**src/rtl/micro_sequencer.sv**
```systemverilog
`default_nettype none
// ============================================================================
// micro_sequencer : microprogram counter, next-address logic, stall/halt/trap
// Revision 1.0
// ============================================================================
module micro_sequencer #(
  parameter int ADDR_W     = 7,
  parameter int UWORD_W    = 23,
  parameter int ROM_DEPTH  = 92,
  parameter int FETCH_ADDR = 0,
  parameter int CNT_W      = 16
) (
  input  logic               clk,
  input  logic               rst_n,
  input  logic               start,
  input  logic               halt_req,
  output logic [ADDR_W-1:0]  uaddr,
  input  logic [UWORD_W-1:0] uinstr,
  input  logic               alu_z,
  input  logic               alu_n,
  input  logic [ADDR_W-1:0]  disp_addr,
  input  logic               disp_valid,
  input  logic               mem_wait,
  output logic               uexec,
  output logic               running,
  output logic               trap,
  output logic [ADDR_W-1:0]  trap_addr,
  output logic [CNT_W-1:0]   ucycles
);

  localparam logic [1:0] c_idle = 2'd0;
  localparam logic [1:0] c_run  = 2'd1;
  localparam logic [1:0] c_trap = 2'd2;

  localparam logic [ADDR_W:0]   c_rom_depth = (ADDR_W+1)'(ROM_DEPTH);
  localparam logic [ADDR_W-1:0] c_fetch     = ADDR_W'(FETCH_ADDR);

  logic [1:0]        r_state, w_state_nxt;
  logic [ADDR_W-1:0] r_mpc, r_trap_addr, w_next;
  logic              r_zq, r_nq, r_halt_pend, r_trap;
  logic [CNT_W-1:0]  r_ucycles;
  logic              w_dispatch, w_taken, w_illegal, w_trap_hit, w_halt_hit;
  logic              w_uexec, w_running;
  logic              w_unused;

  // Datapath control bits pass through to the datapath untouched.
  assign w_unused = ^uinstr[UWORD_W-1:ADDR_W+4];

  always_comb begin
    w_dispatch = (uinstr[ADDR_W+1:ADDR_W] == 2'b11);
    w_taken    = (uinstr[ADDR_W+3] & r_zq) | (uinstr[ADDR_W+2] & r_nq);
    if (w_dispatch) begin
      w_next = disp_addr;
    end else begin
      // Jam ORs the top address bit in; no carry into lower bits.
      w_next = {uinstr[ADDR_W-1] | w_taken, uinstr[ADDR_W-2:0]};
    end
    w_illegal  = ({1'b0, w_next} >= c_rom_depth) | (w_dispatch & ~disp_valid);
    w_trap_hit = w_uexec & w_illegal;
    w_halt_hit = w_uexec & ~w_illegal & (w_next == c_fetch) & (r_halt_pend | halt_req);
  end

  always_ff @(posedge clk) begin
    if (!rst_n) begin
      r_state <= c_idle;
    end else begin
      r_state <= w_state_nxt;
    end
  end

  always_comb begin
    w_state_nxt = r_state;
    case (r_state)
      c_idle: if (start) w_state_nxt = c_run;
      c_run: begin
        if (w_trap_hit) begin
          w_state_nxt = c_trap;
        end else if (w_halt_hit) begin
          w_state_nxt = c_idle;
        end
      end
      c_trap:  w_state_nxt = c_trap;
      default: w_state_nxt = c_idle;
    endcase
  end

  always_comb begin
    w_running = (r_state == c_run);
    w_uexec   = w_running & ~mem_wait;
  end

  always_ff @(posedge clk) begin
    if (!rst_n) begin
      r_mpc       <= c_fetch;
      r_zq        <= 1'b0;
      r_nq        <= 1'b0;
      r_halt_pend <= 1'b0;
      r_trap      <= 1'b0;
      r_trap_addr <= '0;
      r_ucycles   <= '0;
    end else begin
      if (w_trap_hit) begin
        r_trap      <= 1'b1;
        r_trap_addr <= r_mpc;
      end else if (w_uexec) begin
        r_mpc     <= w_next;
        r_zq      <= alu_z;
        r_nq      <= alu_n;
        r_ucycles <= r_ucycles + CNT_W'(1);
      end
      if (w_halt_hit) begin
        r_halt_pend <= 1'b0;
      end else if (w_running & halt_req) begin
        r_halt_pend <= 1'b1;
      end
    end
  end

  assign uaddr     = r_mpc;
  assign uexec     = w_uexec;
  assign running   = w_running;
  assign trap      = r_trap;
  assign trap_addr = r_trap_addr;
  assign ucycles   = r_ucycles;

endmodule
`default_nettype wire

```
**config.mk**
```make
export PLATFORM = sky130hd
export DESIGN_NAME = micro_sequencer
export DESIGN_NICKNAME = d
export VERILOG_FILES = /design/src/rtl/micro_sequencer.sv
export SDC_FILE = /design/constraint.sdc
export NUM_CORES = 1
export LEC_CHECK = 0
export BUFFER_PORTS_ARGS = -buffer_cell sky130_fd_sc_hd__buf_2
export CAP_MARGIN = 20
export CORE_ASPECT_RATIO = 0.9
export CORE_UTILIZATION = 49
export CTS_CLUSTER_SIZE = 28
export DETAILED_ROUTE_END_ITERATION = 10
export PLACE_DENSITY = 0.79
export SYNTH_ARGS = -nofsm -noshare
export SYNTH_HDL_FRONTEND = slang
export SYNTH_SLANG_ARGS = --single-unit
```
**constraint.sdc**
```tcl
create_clock -name clk -period 1.95 [get_ports clk]
set_clock_uncertainty 0.15 [all_clocks]
set_input_delay 0.2925 -clock clk [delete_from_list [all_inputs] [get_ports clk]]
set_output_delay 0.2925 -clock clk [all_outputs]
set_load 0.01 [all_outputs]
```
# Word level (Yosys, flattened, before mapping)
# Index checks and enable logic that the tools add are counted.
[word_totals]
register_bits = 36
inputBits = 38
output_inout_bits = 33
elab_cells = 43
[classes]
add_sub_neg = 1
magnitude_cmp = 1
n_eq_ne = 5
n_mux = 5
bitwise_logic = 18
reduce_logical = 5
[ops]
columns = ["operator", "count"]
rows = [
  ["$add A16 B1 Y16 const B", 1],
  ["$and A1 B1 Y1", 9],
  ["$ge A7 B7 Y1 const B", 1],
  ["$logic_not A7 Y1", 1],
  ["$mux W7", 1],
  ["$mux W2", 3],
  ["$pmux W2 S3", 1],
  ["$not A1 Y1", 5],
  ["$eq A2 B2 Y1 const B", 2],
  ["$or A1 B1 Y1", 4],
  ["$reduce_and A2 Y1", 2],
  ["$ne A3 B3 Y1 const B", 1],
  ["$eq A2 B1 Y1 const B", 1],
  ["$logic_not A2 Y1", 1],
  ["$ne A2 B2 Y1 const B", 1],
  ["$reduce_or A2 Y1", 1],
]

# Logic depth before layout (Yosys ltp)
[depth]
ltp_word = 13
depth_mapped = 5
depth_no_buf = 4

# Worst setup path after synthesis
# No wires, ideal clock.
[synth_timing]
path_type = "register -> register"
startpoint = "reg r_ucycles[7] (netlist: ucycles[7])"
endpoint = "reg r_ucycles[14] (netlist: ucycles[14])"
setup_time_ns = 0.072
t_arrival_ns = 1.389
required_time_ns = 1.728
slack_ns = 0.340
stages_incl_launch_ff = 5
n_path_buf = 0
period_less_slack_ns = 1.610
cell_sequence = "dfxtp_1 > and4_1 > nand4_1 > a2111oi_2 > mux2i_1"
[synth_via]
elab_chain_cells = 1
[synth_lines]
columns = ["item", "line_no", "text"]
rows = [
  ["from (decl)", "41", "logic [CNT_W-1:0] r_ucycles;"],
  ["from (signal assigned)", "109", "r_ucycles <= r_ucycles + CNT_W'(1);"],
  ["$add A16 B1 Y16", "109", ""],
]
# No other way between the ends.
# A chain may end at the register's enable or synchronous reset.

# Final worst setup path
[layout_timing]
startpoint = "reg r_nq"
endpoint = "reg r_halt_pend"
[layout_via]
elab_chain_cells = 11
word_cells_on_any_way = 12
cone_classes = "1 x order compare; 1 x mux; 8 x bitwise; 2 x reduce/logical"
[layout_lines]
columns = ["item", "line_no", "text"]
rows = [
  ["from (decl)", "40", "logic r_zq, r_nq, r_halt_pend, r_trap;"],
  ["from (signal assigned)", "108", "r_nq <= alu_n;"],
  ["$and A1 B1 Y1 *", "51", "w_taken = (uinstr[ADDR_W+3] & r_zq) | (uinstr[ADDR_W+2] & r_nq);"],
  ["$or A1 B1 Y1 *", "51", ""],
  ["$or A1 B1 Y1 *", "56", "w_next = {uinstr[ADDR_W-1] | w_taken, uinstr[ADDR_W-2:0]};"],
  ["$mux W7 *", "52", "if (w_dispatch) begin"],
  ["$ge A7 B7 Y1", "58", "w_illegal = ({1'b0, w_next} >= c_rom_depth) | (w_dispatch & ~disp_valid);"],
  ["$or A1 B1 Y1", "58", ""],
  ["$not A1 Y1", "60", "w_halt_hit = w_uexec & ~w_illegal & (w_next == c_fetch) & (r_halt_pend | halt_req);"],
  ["$and A1 B1 Y1", "60", ""],
  ["$and A1 B1 Y1 * (2 in series)", "60", ""],
  ["$reduce_or A2 Y1 (no line) *", "--", ""],
  ["to (signal assigned)", "97", "r_halt_pend <= 1'b0;"],
  ["to (signal assigned)", "112", "r_halt_pend <= 1'b0;"],
  ["to (signal assigned)", "114", "r_halt_pend <= 1'b1;"],
  ["to (decl)", "40", ""],
]
# Every way passes the cells marked *; elsewhere a longest branch is shown, timed or not.

==> flow_metrics.env <==
export IMPL_min_from="alu_z"
export IMPL_maxCapViolations=0
export IMPL_final_util_pct=64.3
export IMPL_yosysSeqAreaShare_pct=37.0
export IMPL_drt_initial_drc_count=45
export IMPL_fin_ws_ns=0.186
export IMPL_cp_end_kind="flop"
export IMPL_place_hpwl_um=3100
export IMPL_ctsResizeCount=0
export IMPL_path_max_fanout=12
export IMPL_pin_count=71
export IMPL_htreeDepth=2
export IMPL_die_h_um=61.8
export IMPL_worst_pin_slew_ns=0.490
export IMPL_drt_total_wl_um=4180
export IMPL_die_area_um2=4230
export IMPL_post_route_period_util_pct=90.5
export IMPL_vias=1713
export IMPL_irDropWorstVdd_mv=0.344
export IMPL_drive_gt1_share_pct=34.1
export IMPL_hold_class="primary input to flop"
export IMPL_reg2reg_depth=6
export IMPL_setup_violations=0
export IMPL_antenna_found_initial=0
export IMPL_clk_pin_slew_worst_paths_ns=0.07
export IMPL_cts_tree="done"
export IMPL_r2r_setup_slack_ns=0.19
export IMPL_slew_violations=0
export IMPL_insertion_delay_ns=0.29
export IMPL_path_class="flop to flop"
export IMPL_crit_buf_inv=2
export IMPL_gp_congestion=0.854
export IMPL_rows=21
export IMPL_pre_cts_slack_ns=0.0942
export IMPL_timing_rr_end="r_halt_pend"
export IMPL_min_path_cells=3
export IMPL_io_buffers=58
export IMPL_outcome="complete, no violations"
export IMPL_ys_types=33
export IMPL_hold_path_end="r_zq"
export IMPL_cts_buffer_depth=2
export IMPL_start_kind="flop"
export IMPL_hold_viol=0
export IMPL_final_nets=317
export IMPL_die_w_um=68.5
export IMPL_syn_avg_cell_area_um2=9.20
export IMPL_wl_per_cell_um=12.9
export IMPL_ant_nets=0
export IMPL_met2WireLength_um=2010
export IMPL_max_stage_delay_ns=0.43
export IMPL_crit_family="compound AO/OA/AOI/OAI gates"
export IMPL_synthesis_nets=251
export IMPL_power_leakage_nw=1.04
export IMPL_cpMaxStageDelayCell="a22oi_4"
export IMPL_netlist_area_um2=1950
export IMPL_powerDensity_nw_per_um2=636
export IMPL_initial_core_util_pct=51.9
export IMPL_met3WireLength_um=140
export IMPL_period_needed_ns=1.76
export IMPL_grt_pass1_vias=1502
export IMPL_fin_setup_tns_ns=0
export IMPL_holdBufCountCts=0
export IMPL_clock_sinks=36
export IMPL_syn_inst=212
export IMPL_grt_max_degree=22
export IMPL_grt_pass1_wl_um=6530
export IMPL_yosysWarnings=0
export IMPL_insertedDiodeCount=0
export IMPL_vias_per_cell=5.27
export IMPL_fmaxAchievable_mhz=567
export IMPL_slew_headroom_pct=67.3
export IMPL_numCtsBuffers=5
export IMPL_rsz0062_at_grt="false"
export IMPL_cts_root_buf="clkbuf_8"
export IMPL_power_total_w=0.00154
export IMPL_synth_seq_cells=36
export IMPL_final_area_um2=2420
export IMPL_topRoutingLayerUsed="met4"
export IMPL_grt_usage_pct=21.1
export IMPL_gr_total_overflow=0
export IMPL_crit_arrival_ns=1.81
export IMPL_crit_chain="a21oi_1, buf_4, a22oi_4, a21boi_2, buf_4, a211oi_1"
export IMPL_post_cts_buffers=0
export IMPL_r2r_start="r_nq"
export IMPL_area_growth_pct=23.9
export IMPL_remaining_drc_errors=0
export IMPL_cp_common_cell="buf_4"
export IMPL_required_ns=2.00
export IMPL_placed_area_um2=2330
export IMPL_drtPass1Iterations=4
export IMPL_wl_met1_um=1990
export IMPL_core_um2=3760
-- layout by cell type, fill, tap and decap left out, drive strengths merged, types with 4 or more instances in the layout --
| cell | n |
|---|---|
| buf | 69 |
| nand2 | 52 |
| dfxtp | 36 |
| mux2i | 34 |
| nand2b | 16 |
| a21oi | 11 |
| nand3 | 8 |
| clkbuf | 8 |
| a211oi | 7 |
| mux2 | 6 |
| nand4 | 4 |
-- where the power goes --
part / switching (W) / leakage, nW / internal [W]
combinational: 0.000122 / 0.702 / 0.000104
clock: 0.000255 / 0.0455 / 0.000288
sequential: 0.0000136 / 0.291 / 0.000754
-- layout make-up --
cell class	count	area (µm²)
fill	328	1340
multi-input combinational	163	1160
sequential	36	721
timing repair buffer	69	373
clock buffer	8	90.1
tap	46	57.6
inverter	3	11.3
-- worst max path at each step --
stage	from	to	slack, ns	cells past startpoint
floorplan	ucycles[7]	ucycles[14]	0.34	4
global placement	uinstr[8]	r_halt_pend	0.12	6
detailed placement	uinstr[8]	r_halt_pend	0.09	6
CTS	r_nq	r_halt_pend	0.18	6
global route	r_nq	r_halt_pend	0.05	6
finish	r_nq	r_halt_pend	0.19	6
-- state kept, by name, summed over array words and instances, names as in the netlist --
signal / count
r_halt_pend: 1
r_nq: 1
r_state: 2
r_zq: 1
trap: 1
trap_addr: 7
uaddr: 7
ucycles: 16
-- cell families after synthesis --
| group | share of synthesized area (%) |
|---|---|
| mux | 20.9 |
| compound gates | 12.8 |
| simple gates | 25.3 |
| buf+inv | 3.34 |
| flops | 37.0 |
| fa+ha+maj | 0.642 |
-- cells in the mapped netlist, drive strengths merged --
| cell | instances | area [µm²] |
|---|---|---|
| nand2 | 52 | 195 |
| dfxtp | 36 | 721 |
| mux2i | 34 | 340 |
| nand2b | 16 | 100 |
| a21oi | 11 | 55.1 |
| nand3 | 8 | 52.6 |
| a211oi | 7 | 67.6 |
| clkbuf | 6 | 22.5 |
| mux2 | 6 | 67.6 |
| buf | 4 | 31.3 |
| nand4 | 4 | 25.0 |
| a2111oi | 3 | 45.0 |
| a22oi | 3 | 55.1 |
| inv | 3 | 11.3 |
| nor2 | 3 | 11.3 |
| and2 | 2 | 12.5 |
| and4 | 2 | 17.5 |
| nor4 | 2 | 12.5 |
| a211o | 1 | 8.76 |
| a21boi | 1 | 11.3 |
| and3b | 1 | 12.5 |
| and4b | 1 | 10.0 |
| and4bb | 1 | 12.5 |
| ha | 1 | 12.5 |
| nor2b | 1 | 6.26 |
| nor3b | 1 | 18.8 |
| o31ai | 1 | 7.51 |
| or3 | 1 | 6.26 |
-- per-stage QoR --
step	instances	hold WS, ns
after global placement	317	0.280
after CTS	325	0.113
after detailed placement	317	0.300
final	325	0.114
after floorplan	212	0.285
after global routing	325	0.127
-- layer usage --
metal / vias to the layer above / GRT usage (%)
met2: 32 / 35.7
met5: - / 0
met1: 802 / 26.2
met4: 0 / 8.33
met3: 4 / 4.56
li1: 875 / -
-- worst reg2reg max path: stages (launching register included) --
cell,delay (ns)
dfxtp_1,0.34
a21oi_1,0.07
buf_4,0.15
a22oi_4,0.43
a21boi_2,0.11
buf_4,0.22
a211oi_1,0.22
(Power assumes the default switching activity.)
